$ cat src/rtl/cheri_err_mon_pkg.sv
// Shared types and defaults for the CHERI exception monitor: error-type enum,
// default widths, and a name lookup for simulation reporters.
package cheri_err_mon_pkg;

  localparam int NumCheriErr      = 9;
  localparam int CntWDefault      = 16;
  localparam int TsWDefault       = 32;
  localparam int FifoDepthDefault = 4;

  // Bit position in err_i for each exception type.
  typedef enum logic [3:0] {
    Bounds,
    Tag,
    Seal,
    PermitExecute,
    PermitLoad,
    PermitStore,
    PermitStoreCap,
    PermitStoreLocalCap,
    PermitAccSysRegs
  } cheri_err_e;

  function automatic string cheri_err_name(cheri_err_e err);
    case (err)
      Bounds:              return "Bounds";
      Tag:                 return "Tag";
      Seal:                return "Seal";
      PermitExecute:       return "PermitExecute";
      PermitLoad:          return "PermitLoad";
      PermitStore:         return "PermitStore";
      PermitStoreCap:      return "PermitStoreCap";
      PermitStoreLocalCap: return "PermitStoreLocalCap";
      PermitAccSysRegs:    return "PermitAccSysRegs";
      default:             return "Unknown";
    endcase
  endfunction

endpackage

$ cat src/rtl/cheri_err_fifo.sv
// Synchronous show-ahead FIFO for event records. A push while full is accepted
// only when a pop happens in the same cycle.
module cheri_err_fifo #(
  parameter int Width = 8,
  parameter int Depth = 4
) (
  input  logic             clk_i,
  input  logic             rst_ni,
  input  logic             push_i,
  input  logic [Width-1:0] wdata_i,
  input  logic             pop_i,
  output logic [Width-1:0] rdata_o,
  output logic             full_o,
  output logic             empty_o
);

  localparam int AW = $clog2(Depth);

  // One extra pointer bit distinguishes full from empty when the indices match.
  logic [AW:0]      wr_ptr_q, rd_ptr_q;
  logic [Width-1:0] mem_q [Depth];
  logic             do_push, do_pop;

  assign empty_o = (wr_ptr_q == rd_ptr_q);
  assign full_o  = (wr_ptr_q[AW-1:0] == rd_ptr_q[AW-1:0]) &&
                   (wr_ptr_q[AW] != rd_ptr_q[AW]);

  assign do_pop  = pop_i && !empty_o;
  assign do_push = push_i && (!full_o || do_pop);

  // NOTE: sequential state uses non-blocking assignments so every flop samples
  // pre-edge values regardless of process ordering.
  always_ff @(posedge clk_i or negedge rst_ni) begin
    if (!rst_ni) begin
      wr_ptr_q <= '0;
      rd_ptr_q <= '0;
    end else begin
      if (do_push) wr_ptr_q <= wr_ptr_q + (AW+1)'(1);
      if (do_pop)  rd_ptr_q <= rd_ptr_q + (AW+1)'(1);
    end
  end

  // NOTE: storage is deliberately not reset; the pointers alone define which
  // entries are valid, and the consumer gates the head with empty_o.
  always_ff @(posedge clk_i) begin
    if (do_push) mem_q[wr_ptr_q[AW-1:0]] <= wdata_i;
  end

  assign rdata_o = mem_q[rd_ptr_q[AW-1:0]];

endmodule

$ cat src/rtl/cheri_err_monitor.sv
// CHERI exception monitor: edge detection, sticky seen mask, saturating counters
// and a queue of time-stamped event records. Define CHERI_ERR_MON_TIMESTAMP_EN to build the timestamp.
module cheri_err_monitor
  import cheri_err_mon_pkg::*;
#(
  parameter int NumErr    = NumCheriErr,
  parameter int CntW      = CntWDefault,
  parameter int FifoDepth = FifoDepthDefault,
  parameter int TsW       = TsWDefault
) (
  input  logic                      clk_i,
  input  logic                      rst_ni,
  input  logic [NumErr-1:0]         err_i,
  input  logic                      clear_i,
  input  logic [$clog2(NumErr)-1:0] cnt_sel_i,
  output logic [CntW-1:0]           cnt_o,
  output logic [NumErr-1:0]         seen_o,
  output logic                      new_seen_o,
  output logic                      evt_valid_o,
  input  logic                      evt_ready_i,
  output logic [NumErr-1:0]         evt_mask_o,
  output logic [TsW-1:0]            evt_time_o,
  output logic                      overflow_o
);

  localparam int SelW = $clog2(NumErr);

`ifdef CHERI_ERR_MON_TIMESTAMP_EN
  localparam int RecW = NumErr + TsW;
`else
  localparam int RecW = NumErr;
`endif

  logic [NumErr-1:0] err_q, rise;
  logic [NumErr-1:0] seen_base, seen_d;
  logic [CntW-1:0]   cnt_q [NumErr];
  logic [CntW-1:0]   cnt_d [NumErr];
  logic [CntW-1:0]   cnt_sel_d;

  logic              rec_push, rec_pop, rec_drop;
  logic              fifo_full, fifo_empty;
  logic [RecW-1:0]   rec_wdata, rec_rdata;
  logic [NumErr-1:0] head_mask;

  assign rise = err_i & ~err_q;

  // Clear takes effect first, so a rise in the clear cycle lands on a clean slate.
  assign seen_base = clear_i ? '0 : seen_o;
  assign seen_d    = seen_base | rise;

  // NOTE: every always_comb output gets a default before any conditional
  // update, otherwise synthesis infers a latch for the unassigned paths.
  always_comb begin
    cnt_sel_d = '0;
    for (int i = 0; i < NumErr; i++) begin
      cnt_d[i] = clear_i ? '0 : cnt_q[i];
      if (rise[i] && (cnt_d[i] != '1)) cnt_d[i] = cnt_d[i] + CntW'(1);
      if (cnt_sel_i == SelW'(i)) cnt_sel_d = cnt_d[i];
    end
  end

  assign rec_push = |rise;
  assign rec_pop  = evt_valid_o && evt_ready_i;
  assign rec_drop = rec_push && fifo_full && !rec_pop;

  always_ff @(posedge clk_i or negedge rst_ni) begin
    if (!rst_ni) begin
      err_q      <= '0;
      seen_o     <= '0;
      new_seen_o <= 1'b0;
      cnt_q      <= '{default: '0};
      cnt_o      <= '0;
      overflow_o <= 1'b0;
    end else begin
      err_q      <= err_i;
      seen_o     <= seen_d;
      new_seen_o <= |(rise & ~seen_base);
      cnt_q      <= cnt_d;
      // Registering the next-state value keeps a rise visible on cnt_o one cycle later.
      cnt_o      <= cnt_sel_d;
      overflow_o <= (overflow_o && !clear_i) || rec_drop;
    end
  end

`ifdef CHERI_ERR_MON_TIMESTAMP_EN
  logic [TsW-1:0] ts_q;

  always_ff @(posedge clk_i or negedge rst_ni) begin
    if (!rst_ni) ts_q <= '0;
    else         ts_q <= ts_q + TsW'(1);
  end

  assign rec_wdata  = {rise, ts_q};
  assign head_mask  = rec_rdata[RecW-1 -: NumErr];
  assign evt_time_o = evt_valid_o ? rec_rdata[TsW-1:0] : '0;
`else
  assign rec_wdata  = rise;
  assign head_mask  = rec_rdata;
  assign evt_time_o = '0;
`endif

  cheri_err_fifo #(
    .Width (RecW),
    .Depth (FifoDepth)
  ) u_fifo (
    .clk_i   (clk_i),
    .rst_ni  (rst_ni),
    .push_i  (rec_push),
    .wdata_i (rec_wdata),
    .pop_i   (rec_pop),
    .rdata_o (rec_rdata),
    .full_o  (fifo_full),
    .empty_o (fifo_empty)
  );

  assign evt_valid_o = !fifo_empty;
  // Head storage is unreset, so the mask is forced to 0 while nothing is queued.
  assign evt_mask_o  = evt_valid_o ? head_mask : '0;

endmodule

$ cat config.mk
export PLATFORM = sky130hd
export DESIGN_NAME = cheri_err_monitor
export DESIGN_NICKNAME = d
export VERILOG_FILES = /design/src/rtl/cheri_err_mon_pkg.sv /design/src/rtl/cheri_err_fifo.sv /design/src/rtl/cheri_err_monitor.sv
export SDC_FILE = /design/constraint.sdc
export NUM_CORES = 1
export LEC_CHECK = 0
export CAP_MARGIN = 40
export CORE_MARGIN = 2
export CORE_UTILIZATION = 45
export CTS_CLUSTER_DIAMETER = 50
export DETAILED_ROUTE_END_ITERATION = 8
export SETUP_SLACK_MARGIN = 0.3
export SYNTH_ARGS = -nofsm -noshare
export SYNTH_HDL_FRONTEND = slang
export SYNTH_SLANG_ARGS = --single-unit
$ cat constraint.sdc
create_clock -name clk_i -period 4.7 [get_ports clk_i]
set_input_delay 0.705 -clock clk_i [delete_from_list [all_inputs] [get_ports clk_i]]
set_output_delay 0.705 -clock clk_i [all_outputs]
set_load 0.1 [all_outputs]
# Yosys cells after proc, flatten, opt, wreduce, memory -nomap -nowiden
# Memories as Yosys holds them, arrays and structs flattened.
# Cells that the tools add are included.
[totals]
reg_bits = 186
latch_bits = 0
ram_bits = 36
mem_bits_ro = 0
in_bits = 17
out_inout_bits = 69
word_cells = 109
n_memories = 1
[memory_table]
columns = ["name", "depth", "word_bits", "rd", "rd_clocked_by_memory_dff", "write_ports", "line", "source"]
rows = [
  ["u_fifo.mem_q", 4, 9, 1, 0, 1, "cheri_err_fifo.sv:21", "logic [Width-1:0] mem_q [Depth];"],
]
[classes]
addsub = 11
n_mul = 0
n_div = 0
n_lt_le_gt_ge = 0
n_eq_ne = 20
shift = 0
mux = 31
bitwise = 5
n_reduce_logical = 25
[op_table]
columns = ["op", "n"]
rows = [
  ["$mux 16", 27],
  ["$add 16x1->16 const B", 9],
  ["$ne 16x16->1 const B", 9],
  ["$and 9x9->9", 2],
  ["$mux 9", 2],
  ["$not 9->9", 2],
  ["$reduce_or 9->1", 2],
  ["$eq 4x3->1 const B", 4],
  ["$logic_and 1x1->1", 16],
  ["$or 9x9->9", 1],
  ["$eq 4x2->1 const B", 2],
  ["$add 3x1->3 const B", 2],
  ["$eq 4x1->1 const B", 1],
  ["$eq 4x4->1 const B", 1],
  ["$logic_not 1->1", 4],
  ["$logic_not 4->1", 1],
  ["$eq 3x3->1", 1],
  ["$eq 2x2->1", 1],
  ["$logic_or 1x1->1", 2],
  ["$mux 1", 2],
  ["$ne 1x1->1", 1],
]

# Logic depth before layout (Yosys ltp)
# Gate-level depths: netlist of the first run.
[logic_depth]
word_depth = 13
ltp_mapped = 12
mapped_depth_nobuf = 10

# Cells and area by module
# A second synthesis of the first run with hierarchy kept.
[unflattened]
hier_cells = 1254
hier_area_um2 = 12463.2
[modules_own_cells]
columns = ["module", "n_inst", "cells_per_inst", "area_per_inst_um2", "seq_area_each_um2"]
rows = [
  ["cheri_err_monitor", 1, 1161, 10722.8, 4504.3],
  ["cheri_err_fifo", 1, 93, 1740.4, 1231.2],
]

# Worst setup path after synthesis of the first run
# Ideal clock, no wire load.
[synth_path]
path_kind = "input port to flip-flop"
from = "input clear_i"
to = "register cnt_o[9]"
setup_ps = 126
arrival_time_ps = 3241
t_required_ps = 4574
slack_ps = 1333
path_stages = 12
n_path_buf = 2
path_cell_list = "clkbuf_1 -> clkbuf_1 -> nand2b_1 -> inv_1 -> ha_1 -> nand2_1 -> nor3_2 -> a2111oi_0 -> nand4_1 -> xnor2_1 -> a221o_1 -> a221o_1"
[synth_between]
elab_chain_len = 13
word_cells_on_any_way = 54
classes_between = "9 x add/sub; 9 x eq/ne; 27 x mux; 9 x reduce/logical"
[synth_rtl]
columns = ["item", "line", "source"]
rows = [
  ["from (decl)", "cheri_err_monitor.sv:14", "input logic clear_i,"],
  ["parallel branches: the longest is 12 deep, another holds $add 16x1->16", "n/a", ""],
  ["$mux 16 (*)", "cheri_err_monitor.sv:58", "if (cnt_sel_i == SelW'(i)) cnt_sel_d = cnt_d[i];"],
  ["via cnt_sel_d[9]", "cheri_err_monitor.sv:38", "logic [CntW-1:0] cnt_sel_d;"],
  ["to (signal assigned)", "cheri_err_monitor.sv:80", "cnt_o <= cnt_sel_d;"],
  ["to (decl)", "cheri_err_monitor.sv:16", "output logic [CntW-1:0] cnt_o,"],
]
# Mark *: on every way through the listed nets, which the timed path passes.
# A chain may end at the register's enable or synchronous reset.

# Final worst setup path of the first run
[layout_path]
from = "register u_fifo.rd_ptr_q[0]"
to = "output evt_mask_o[1]"
[layout_between]
elab_chain_len = 2
word_cells_on_any_way = 3
classes_between = "1 x eq/ne; 1 x mux; 1 x memory"
[layout_rtl]
columns = ["item", "line", "source"]
rows = [
  ["from (decl)", "cheri_err_fifo.sv:20", "logic [AW:0] wr_ptr_q, rd_ptr_q;"],
  ["from (signal assigned)", "cheri_err_fifo.sv:39", "if (do_pop) rd_ptr_q <= rd_ptr_q + (AW+1)'(1);"],
  ["$mem_v2 4x9 or $eq 3x3->1 (tied branches)", "n/a", ""],
  ["$mux 9 (*)", "cheri_err_monitor.sv:118", "assign evt_mask_o = evt_valid_o ? head_mask : '0;"],
  ["to (decl)", "cheri_err_monitor.sv:21", "output logic [NumErr-1:0] evt_mask_o,"],
]
# Every way passes the cells marked *; elsewhere a longest branch is shown, timed or not.

==> results of run 1 <==
-- power groups by stage --
stage / Combinational, W / Sequential (W) / Clock (W)
2_1_floorplan: 0.00132 / 0.00239 / 0
3_3_place_gp: 0.00180 / 0.00231 / 0
3_5_place_dp: 0.00217 / 0.00232 / 0
4_1_cts: 0.00218 / 0.00228 / 0.00256
5_1_grt: 0.00225 / 0.00230 / 0.00264
6_report: 0.00216 / 0.00228 / 0.00251
-- worst max-delay path, delay by kind of cell (launching register included) --
family                    cells  cell delay [ps]
DFF                           1              820
buffers and inverters         2              650
and+or+nand+nor               2              600
xor gates and xnor gates      1              210
-- area by class of cell --
| class | count | area, sq um | area share (%) |
|---|---|---|---|
| repair buffers | 114 | 1315 | 8.524 |
| multi-input cells | 1012 | 6654 | 43.13 |
| diodes | 1 | 2.502 | 0.01622 |
| clock buffers | 31 | 775.7 | 5.028 |
| inverters | 35 | 131.4 | 0.8516 |
| clock inverters | 27 | 340.3 | 2.206 |
| well taps | 378 | 473.0 | 3.066 |
| flip-flops and latches | 222 | 5736 | 37.18 |
-- registers in the layout, summed over array words and instances (netlist names) --
register	count
u_fifo.wr_ptr_q	3
overflow_o	1
new_seen_o	1
u_fifo.rd_ptr_q	3
seen_o	9
cnt_o	16
cnt_q	144
u_fifo.mem_q	36
err_q	9
-- worst paths after layout --
kind | startpoint | to | cells past startpoint
worst min register to register | u_fifo.wr_ptr_q[2] | u_fifo.wr_ptr_q[2] | 1
worst max register to register | cnt_q[96] | cnt_o[10] | 9
worst min-delay path | rst_ni | cnt_q[115] | 1
min in group clk_i | u_fifo.wr_ptr_q[2] | u_fifo.wr_ptr_q[2] | 1
max in group asynchronous | rst_ni | err_q[7] | 3
worst max-delay path | u_fifo.rd_ptr_q[0] | evt_mask_o[1] | 5
-- cells by family (layout without fill, tap and decap cells) --
logic type	count (synthesis)	in the layout	share of synthesized area, %
buffers and inverters	118	207	4.500
flip-flops	222	222	44.65
XOR/XNOR	117	117	7.978
adder cells (fa/ha/maj)	14	14	1.364
multiplexers	32	32	3.497
AND/OR/NAND/NOR	575	575	24.79
AO/OA/AOI/OAI	242	242	13.19
other	1	33	0.02919
-- layer usage --
layer	GRT usage, %	vias up	part of all wire, %
li1	-	4969	-
met1	38.15	5255	46
met2	39.00	409	43
met3	4.793	83	7.4
met4	8.651	0	3.6
met5	0	-	0
-- layout by cell type (no fill, tap or decap), types with 26 or more instances in the layout --
master           netlist  routed
edfxtp_1              36      36
nand2_1              103     103
a21oi_1               52      52
conb_1                 1      32
buf_8                  0      37
and3_1                27      27
and2_1                39      39
xnor2_1               76      76
xor2_1                41      41
nand3_1               46      46
nor3_1                26      26
clkdlybuf4s50_1        0      51
clkbuf_16              0      31
nor2b_1               45      45
inv_1                 30      30
nand2b_1              26      26
nor2_1               115     115
dfrtp_1              186     186
nand4_1               46      46
o21ai_0               37      37
-- through the flow --
stage | utilization, % | total power, W | hold slack [ps] | cells
5_1_grt | 55.22 | 0.007199 | 120.2 | 1819
2_1_floorplan | - | 0.003710 | 409.4 | 1352
3_5_place_dp | 51.22 | 0.004490 | 484.7 | 1761
3_3_place_gp | 49.10 | 0.004117 | 470.2 | 1722
4_1_cts | 55.22 | 0.007018 | 107.3 | 1819
6_report | 55.23 | 0.006959 | 107.4 | 1820
==> results.yml, run 1 <==
run_status:
  outcome: "finished, final reports clean"
grt:
  track_usage_pct: 26.06
  grt_max_degree: 73
  grt_pass1_vias: 10361
  grt_overflow: 0
  antenna_found_initial: 1
  grt_pass1_wl_um: 61250
logic_synthesis:
  netlist_top_cells_count: "dfrtp_1, nor2_1, nand2_1, xnor2_1, a21oi_1"
  post-synth-top-count-cell: "dfrtp_1"
  synth_top_area_share_pct: 36.24
  netlist_instances: 1321
  synth.area.top_cells: "dfrtp_1, edfxtp_1, xnor2_1"
  yosysUniqueCellTypes: 92
  syn-cell-area_sq_mm: 0.01284
  yosys.area.top_type: "dfrtp_1"
  ys_dominant_reg_cell: "dfrtp_1"
  ys_ff_latch: 222
  synthArstFlopShare_pct: 83.78
  synth_seq_area_share_pct: 44.65
  synth_area_per_cell_sq_um: 9.724
  synth_edf_count: 36
  yosys_warnings: 0
power_and_ir_drop:
  p_int_w: 0.004438
  switching_share_pct: 36.23
  p_sw_w: 0.002521
  p_per_area_mw_per_mm2: 451.1
  combPwrFrac_pct: 31.1
  clkPwrFrac_pct: 36.1
  p_seq_share_pct: 32.8
  vdd.ir_drop.worst_v: 0.0002623
  p_leak_nw: 6.308
final_layout:
  syn_to_final_growth_pct: 20.11
  nNetsFinal: 1447
  fillers: 2557
  final_area_sq_mm: 0.01543
  drive_above_1_share_pct: 11.45
clocking:
  cts-root-buf: "clkbuf_16"
  cts_resized: 0
  cts_max_level: 1
  ctsHoldBuffers: 0
  clk_latency_ps: 570
  path_clk_slew_ps: 60
  cts_sinks: 222
  cts_setup_buffers: 0
  numCtsBuffers: 31
  cts_max_path_buffers: 3
  cts_tree: "built"
die:
  fp.dieW_um: 173.0
  initial_core_util_pct: 45.98
  core_region_area_sq_mm: 0.02793
  placementRows: 61
  die_area_sq_mm: 0.02991
  fp.dieH_um: 173.0
  num_io_pins: 86
placement:
  place_area_sq_mm: 0.01431
  dp_hpwl_um: 29100
  port-buffer-count: 53
  place_ws_ps: 865.5
  finalWeightedCongestion: 0.9193
sta:
  setup_ws_ps: 1137
  slew_viol_final: 0
  skew_ps: 23.73
  worst_pin_slew_ps: 791.0
  max-slew-margin-rel_pct: 45.90
  setup_viol: 0
  hold_viol: 0
  fin_crit_ps: 3563
  fmax_mhz: 280.7
  fin_tns_setup_ps: 0
  rsz0062_at_grt: "no"
  period_share_pct: 75.81
run:
  drv_cap: 0
route:
  viasPerCell: 5.888
  vias: 10716
  drtAntennaViolNets: 0
  drtIter0Drc: 1073
  drt-total-wl_um: 39150
  remaining_drc_errors: 0
  dr.pass1.iters: 6
  post_drt_wl_per_cell_um: 21.51
setup_path:
  cp_slowest_stage_delay_ps: 820
  critical_path_required_ps: 3990
  setup.worst_path.class: "flip-flop to primary output"
  crit_chain: "xnor2_1 > nand3_1 > and2_1 > clkdlybuf4s50_1 > buf_8"
  arrival_ps: 2860
  path_max_fanout: 12
  rrSetupSlack_ps: 1720
  slowest_stage: "dfrtp_1"
  endpoint_kind: "primary output"
  crit_path_start_kind: "flip-flop"
hold_path:
  hold_path_class: "primary input to asynchronous set/reset pin"
No activity file was read; power rests on OpenSTA's default activity.
==> inputs of run 2 (changes only) <==
- PLACE_DENSITY: default -> 0.66
- clock period: 4.7 -> 3 ns (I/O delays scaled with it)
==> run 2 against run 1 <==
Routed wire length increased by 4.4%. Clock power increased by 52%. Sequential cell count unchanged. Global-route usage increased by 0.96 points. Largest power group unchanged.
==> results.yml, run 2 (synthesized netlist as in run 1, its figures left out) <==
final_layout:
  syn_to_final_growth_pct: 27.89
  largest_reg_flops: 144
  mostFrequentLayoutCells: "buf_4, dfrtp_1, nor2_1"
  seq_area_sq_mm: 0.005738
  diodes: 0
  fillers: 2481
  multi_input_area_sq_mm: 0.006883
  top_register: "cnt_q"
  drive_above_1_share_pct: 23.77
  final_common_cell: "buf_4"
  nNetsFinal: 1589
setup_path:
  path_max_fanout: 6
  endpoint_kind: "flip-flop"
  crit_chain: "nor2b_1 > ha_1 > and3_2 > nand4_1 > o21ai_2 > xor2_1 > o221ai_2 > a221o_1 > a221o_1"
  arrival_ps: 3200
  slowest_stage: "dfrtp_1"
  crit_path_start_kind: "flip-flop"
  r2r_cells: 9
  cp_slowest_stage_delay_ps: 390
  setup.worst_path.class: "flip-flop to flip-flop"
  critical_path_required_ps: 3460
  cp_common_cell: "a221o_1"
power_and_ir_drop:
  vdd.ir_drop.worst_v: 0.0004188
  p_per_area_mw_per_mm2: 652.5
  p_leak_nw: 7.051
  total_power_w: 0.01072
sta:
  period_share_pct: 91.33
  fmax_mhz: 365.0
  skew_ps: 11.97
  slew_viol_final: 0
  setup_ws_ps: 260.1
  max-slew-margin-rel_pct: 58.72
  fin_crit_ps: 2740
  setup_viol: 0
  rsz0062_at_grt: "yes"
  worst_pin_slew_ps: 618.0
  hold_viol: 0
clocking:
  numCtsBuffers: 31
  cts_max_level: 1
  clk_latency_ps: 580
  cts_max_path_buffers: 3
  cts_tree: "built"
  path_clk_slew_ps: 60
  cts_sinks: 222
  cts-root-buf: "clkbuf_16"
placement:
  dp_hpwl_um: 30850
  port-buffer-count: 53
  place_ws_ps: -218.0
  finalWeightedCongestion: 0.9829
die:
  initial_core_util_pct: 45.98
  die_area_sq_mm: 0.02991
  fp.dieW_um: 173.0
  core_region_area_sq_mm: 0.02793
  placementRows: 61
  num_io_pins: 86
  fp.dieH_um: 173.0
grt:
  grt_pass1_vias: 11069
  grt_pass1_wl_um: 63870
  grt_max_degree: 65
  met3_usage_pct: 5.431
  met2_usage_pct: 41.00
  track_usage_pct: 27.02
  grt_overflow: 0
  antenna_found_initial: 1
  grtUsageMet1_pct: 38.11
  grt-busiest-layer: "met2"
route:
  viasPerCell: 5.833
  drt-total-wl_um: 40870
  drtAntennaViolNets: 0
  drtIter0Drc: 1056
  post_drt_wl_per_cell_um: 20.85
  vias: 11432
  dr.pass1.iters: 6
  remaining_drc_errors: 0
run:
  drv_cap: 0
hold_path:
  hold_path_class: "primary input to flip-flop"
  whs_path_depth: 2
run_status:
  outcome: "finished, final reports clean"
run 2: per-layer routing:
layer	vias up	wire (um)
met3	123	3477
met5	-	13
met4	2	1912
met2	488	18000
li1	5257	-
met1	5562	17470
run 2: final timing paths:
kind                             from         end  slack (ps)
hold / removal                clear_i  cnt_q[122]         230
setup reg to reg           cnt_q[112]    cnt_o[9]         260
min in group asynchronous      rst_ni   cnt_q[22]         430
hold reg to reg            overflow_o  overflow_o         490
max in group asynchronous      rst_ni   cnt_q[31]        1740
setup / recovery           cnt_q[112]    cnt_o[9]         260
run 2: power by group:
group          internal, W  switching [W]  total [W]
Combinational      0.00110        0.00228    0.00338
Clock              0.00229        0.00151    0.00381
Sequential         0.00339       0.000139    0.00353
Total              0.00679        0.00393     0.0107
run 2: layout make-up:
class	instances	area share, %
tap	378	2.879
multi-input combinational	1012	41.90
clock buffer	33	4.829
sequential	222	34.93
inverter	35	0.7998
timing repair buffer	256	12.96
clock inverter	24	1.706
run 2: worst max-delay path: cells and delay by family (launching register included):
family,cells,cell delay [ps]
adder cells (fa/ha/maj),1,200
AO/OA/AOI/OAI,4,990
flip-flops,1,390
XOR/XNOR,1,350
AND/OR/NAND/NOR,3,700
run 2: metrics by stage:
stage / cell area (sq um) / util, % / TNS [ps] / instances / hold WS [ps]
3_5_place_dp: 15100 / 54.05 / -1415 / 1899 / 480.6
6_report: 16430 / 58.81 / 0 / 1960 / 234.1
4_1_cts: 16240 / 58.14 / 0 / 1957 / 235.3
2_1_floorplan: 12980 / - / 0 / 1352 / 154.4
5_1_grt: 16430 / 58.81 / 0 / 1960 / 275.9
3_3_place_gp: 15100 / 54.05 / -914.2 / 1899 / 476.9
run 2: repair_timing:
item | CTS | global route
hold buffers | 1 | 0
endpoints found under the hold margin | 59 | 0
buffers inserted | 0 | 3
pin swaps | 5 | 10
endpoints found under the setup margin | 15 | 23
gates resized for setup | 13 | 37
==> inputs of run 3 (changes only) <==
- ABC_AREA: default -> 1
==> run 3 against run 2 <==
Synthesized area rose by 9.8%. Hold slack improved by 140 ps. Setup slack better by 200 ps. Routed wire length is 2.9% lower. Largest cell class unchanged. Final cell count up 29%. First-iteration DRC count shrank 16%. Count of clock-buffer cells in the layout up 5. Via count up 13%. Sequential power about the same. Critical path type unchanged. Combinational power rose by 2%. Power fell by 0.93%.
==> results.yml, run 3 <==
logic_synthesis:
  synthMuxAreaShare_pct: 0.07982
  yosys_warnings: 0
  ys_dominant_reg_cell: "dfrtp_1"
  synth_edf_count: 36
  yosys.area.top_type: "dfrtp_1"
  synth_top_family_by_area: "simple AND/OR/NAND/NOR gates"
  synth_seq_area_share_pct: 40.66
  ys_ff_latch: 222
  synth_top_area_share_pct: 32.99
  yosys.area_share.adder_pct: 1.242
  synthSimpleGateAreaFrac_pct: 36.15
  synthXorXnorAreaFrac_pct: 5.960
  yosysUniqueCellTypes: 44
  synth_area_per_cell_sq_um: 7.078
  netlist_top_cells_count: "nand2_1, nor2_1, inv_1, dfrtp_1, nand3_1"
  synth.area.top_cells: "dfrtp_1, nand2_1, edfxtp_1"
  synthArstFlopShare_pct: 83.78
  syn-cell-area_sq_mm: 0.01411
  netlist_instances: 1993
  synth_compound_area_share_pct: 4.452
  post-synth-top-count-cell: "nand2_1"
power_and_ir_drop:
  p_per_area_mw_per_mm2: 645.7
  total_power_w: 0.01062
  p_leak_nw: 7.750
  vdd.ir_drop.worst_v: 0.001022
route:
  remaining_drc_errors: 0
  post_drt_wl_per_cell_um: 15.72
  drtAntennaViolNets: 0
  viasPerCell: 5.118
  drtIter0Drc: 891
  vias: 12918
  dr.pass1.iters: 5
  drt-total-wl_um: 39670
sta:
  skew_ps: 14.98
  fin_tns_setup_ps: 0
  fmax_mhz: 394.0
  hold_viol: 0
  slew_viol_final: 0
  max-slew-margin-rel_pct: 54.35
  rsz0062_at_grt: "yes"
  fin_crit_ps: 2538
  setup_viol: 0
  period_share_pct: 84.61
  worst_pin_slew_ps: 682.2
  hold_slack_ps: 370.4
grt:
  track_usage_pct: 24.38
  grt_pass1_wl_um: 64450
  grt_pass1_vias: 12498
  grt_overflow: 0
  grt_max_degree: 66
  antenna_found_initial: 0
clocking:
  numCtsBuffers: 31
  cts_sinks: 222
  cts-root-buf: "clkbuf_16"
  cts_tree: "built"
  cts_max_level: 1
  clk_latency_ps: 560
  cts_max_path_buffers: 3
  path_clk_slew_ps: 60
final_layout:
  syn_to_final_growth_pct: 16.57
  top_register: "cnt_q"
  mostFrequentLayoutCells: "nand2_1, nor2_1, inv_1"
  final_common_cell: "nand2_1"
  seq_area_sq_mm: 0.005736
  layout.cells.non_filler: 2524
  diodes: 0
  nNetsFinal: 2135
  multi_input_area_sq_mm: 0.006939
  largest_reg_flops: 144
  drive_above_1_share_pct: 11.56
  fillers: 2991
run:
  drv_cap: 0
hold_path:
  hold_path_class: "primary input to flip-flop"
placement:
  finalWeightedCongestion: 0.9407
  port-buffer-count: 53
  dp_hpwl_um: 30200
  dp_cells: 2464
die:
  core_region_area_sq_mm: 0.03075
  placementRows: 64
  fp.dieW_um: 181.1
  initial_core_util_pct: 45.88
  die_area_sq_mm: 0.03278
  num_io_pins: 86
  fp.dieH_um: 181.1
setup_path:
  critical_path_required_ps: 3420
  endpoint_kind: "flip-flop"
  arrival_ps: 2960
  crit_path_start_kind: "flip-flop"
  path_max_fanout: 15
  setup.worst_path.class: "flip-flop to flip-flop"
run_status:
  outcome: "finished, final reports clean"
-- run 3: cell count changes after synthesis, sizes merged, moves of 20 or more --
cell / change
nand2b: -26
and2: -27
nor2b: -45
xnor2: -40
a21oi: -20
nor2: +201
inv: +232
o211ai: -20
nand3: +83
nand2: +545
buf: +21
and3: -26
-- run 3: stage by stage --
step,setup slack [ps],util (%),cell area [sq um]
after floorplan,299.2,-,14260
after global routing,286.1,53.48,16440
after CTS,308.4,53.35,16410
after global placement,-11.11,49.95,15360
final,461.7,53.48,16440
after detailed placement,-32.20,49.95,15360
-- run 3: final timing paths --
path,start,endpoint,slack [ps],cells past startpoint
worst max-delay path,cnt_q[112],cnt_o[13],460,14
worst min-delay path,err_i[0],err_q[0],370,1
worst max register to register,cnt_q[112],cnt_o[13],460,14
worst min register to register,err_q[7],seen_o[7],450,1
max in group asynchronous,rst_ni,cnt_q[64],1730,3
min in group asynchronous,rst_ni,cnt_q[137],470,2
-- run 3: worst max-delay path: stages, from the launching register on --
cell and delay [ps]:
dfrtp_1 350, inv_1 40, nor2_1 130, ha_1 250
nand4_1 130, nor2_1 330, a21oi_4 210, nand2_1 110
nand2_1 100, nand2_1 90, nand2_1 60, nor2_1 240
nand4_1 150, nand2_1 110, nand3_1 100
-- run 3: routing by layer --
metal / part of all wire (%) / global-route usage, %
met5: 0 / 0
met4: 4.3 / 9.724
met3: 4.9 / 2.641
met2: 47 / 40.85
met1: 43 / 32.46
-- run 3: logic make-up (layout without fill, tap and decap cells) --
logic type,Yosys count,after routing
and+or+nand+nor,1205,1205
other,1,32
buffers and inverters,348,452
DFF,222,222
muxes,1,1
xor gates and xnor gates,96,96
adders and majority gates,14,14
AOI/OAI and AO/OA,106,106
-- run 3: cell type report --
type	instances	share of cell area (%)
Multi-Input combinational cell	1454	42.20
Sequential cell	222	34.88
Timing Repair Buffer	132	7.586
Inverter	263	6.018
Clock buffer	38	5.242
Tap cell	396	3.013
Clock inverter	19	1.065
-- run 3: power breakdown --
part	internal [W]	switching (W)
registers	0.00340	0.000123
logic	0.00101	0.00243
clock network	0.00216	0.00149
-- run 3: timing repair --
action / 4_1_cts / 5_1_grt
resized for setup: 0 / 4
hold buffers: 1 / 0
endpoints found under the setup margin: 0 / 21
hold endpoints to repair: 62 / 0
setup buffers: 0 / 2
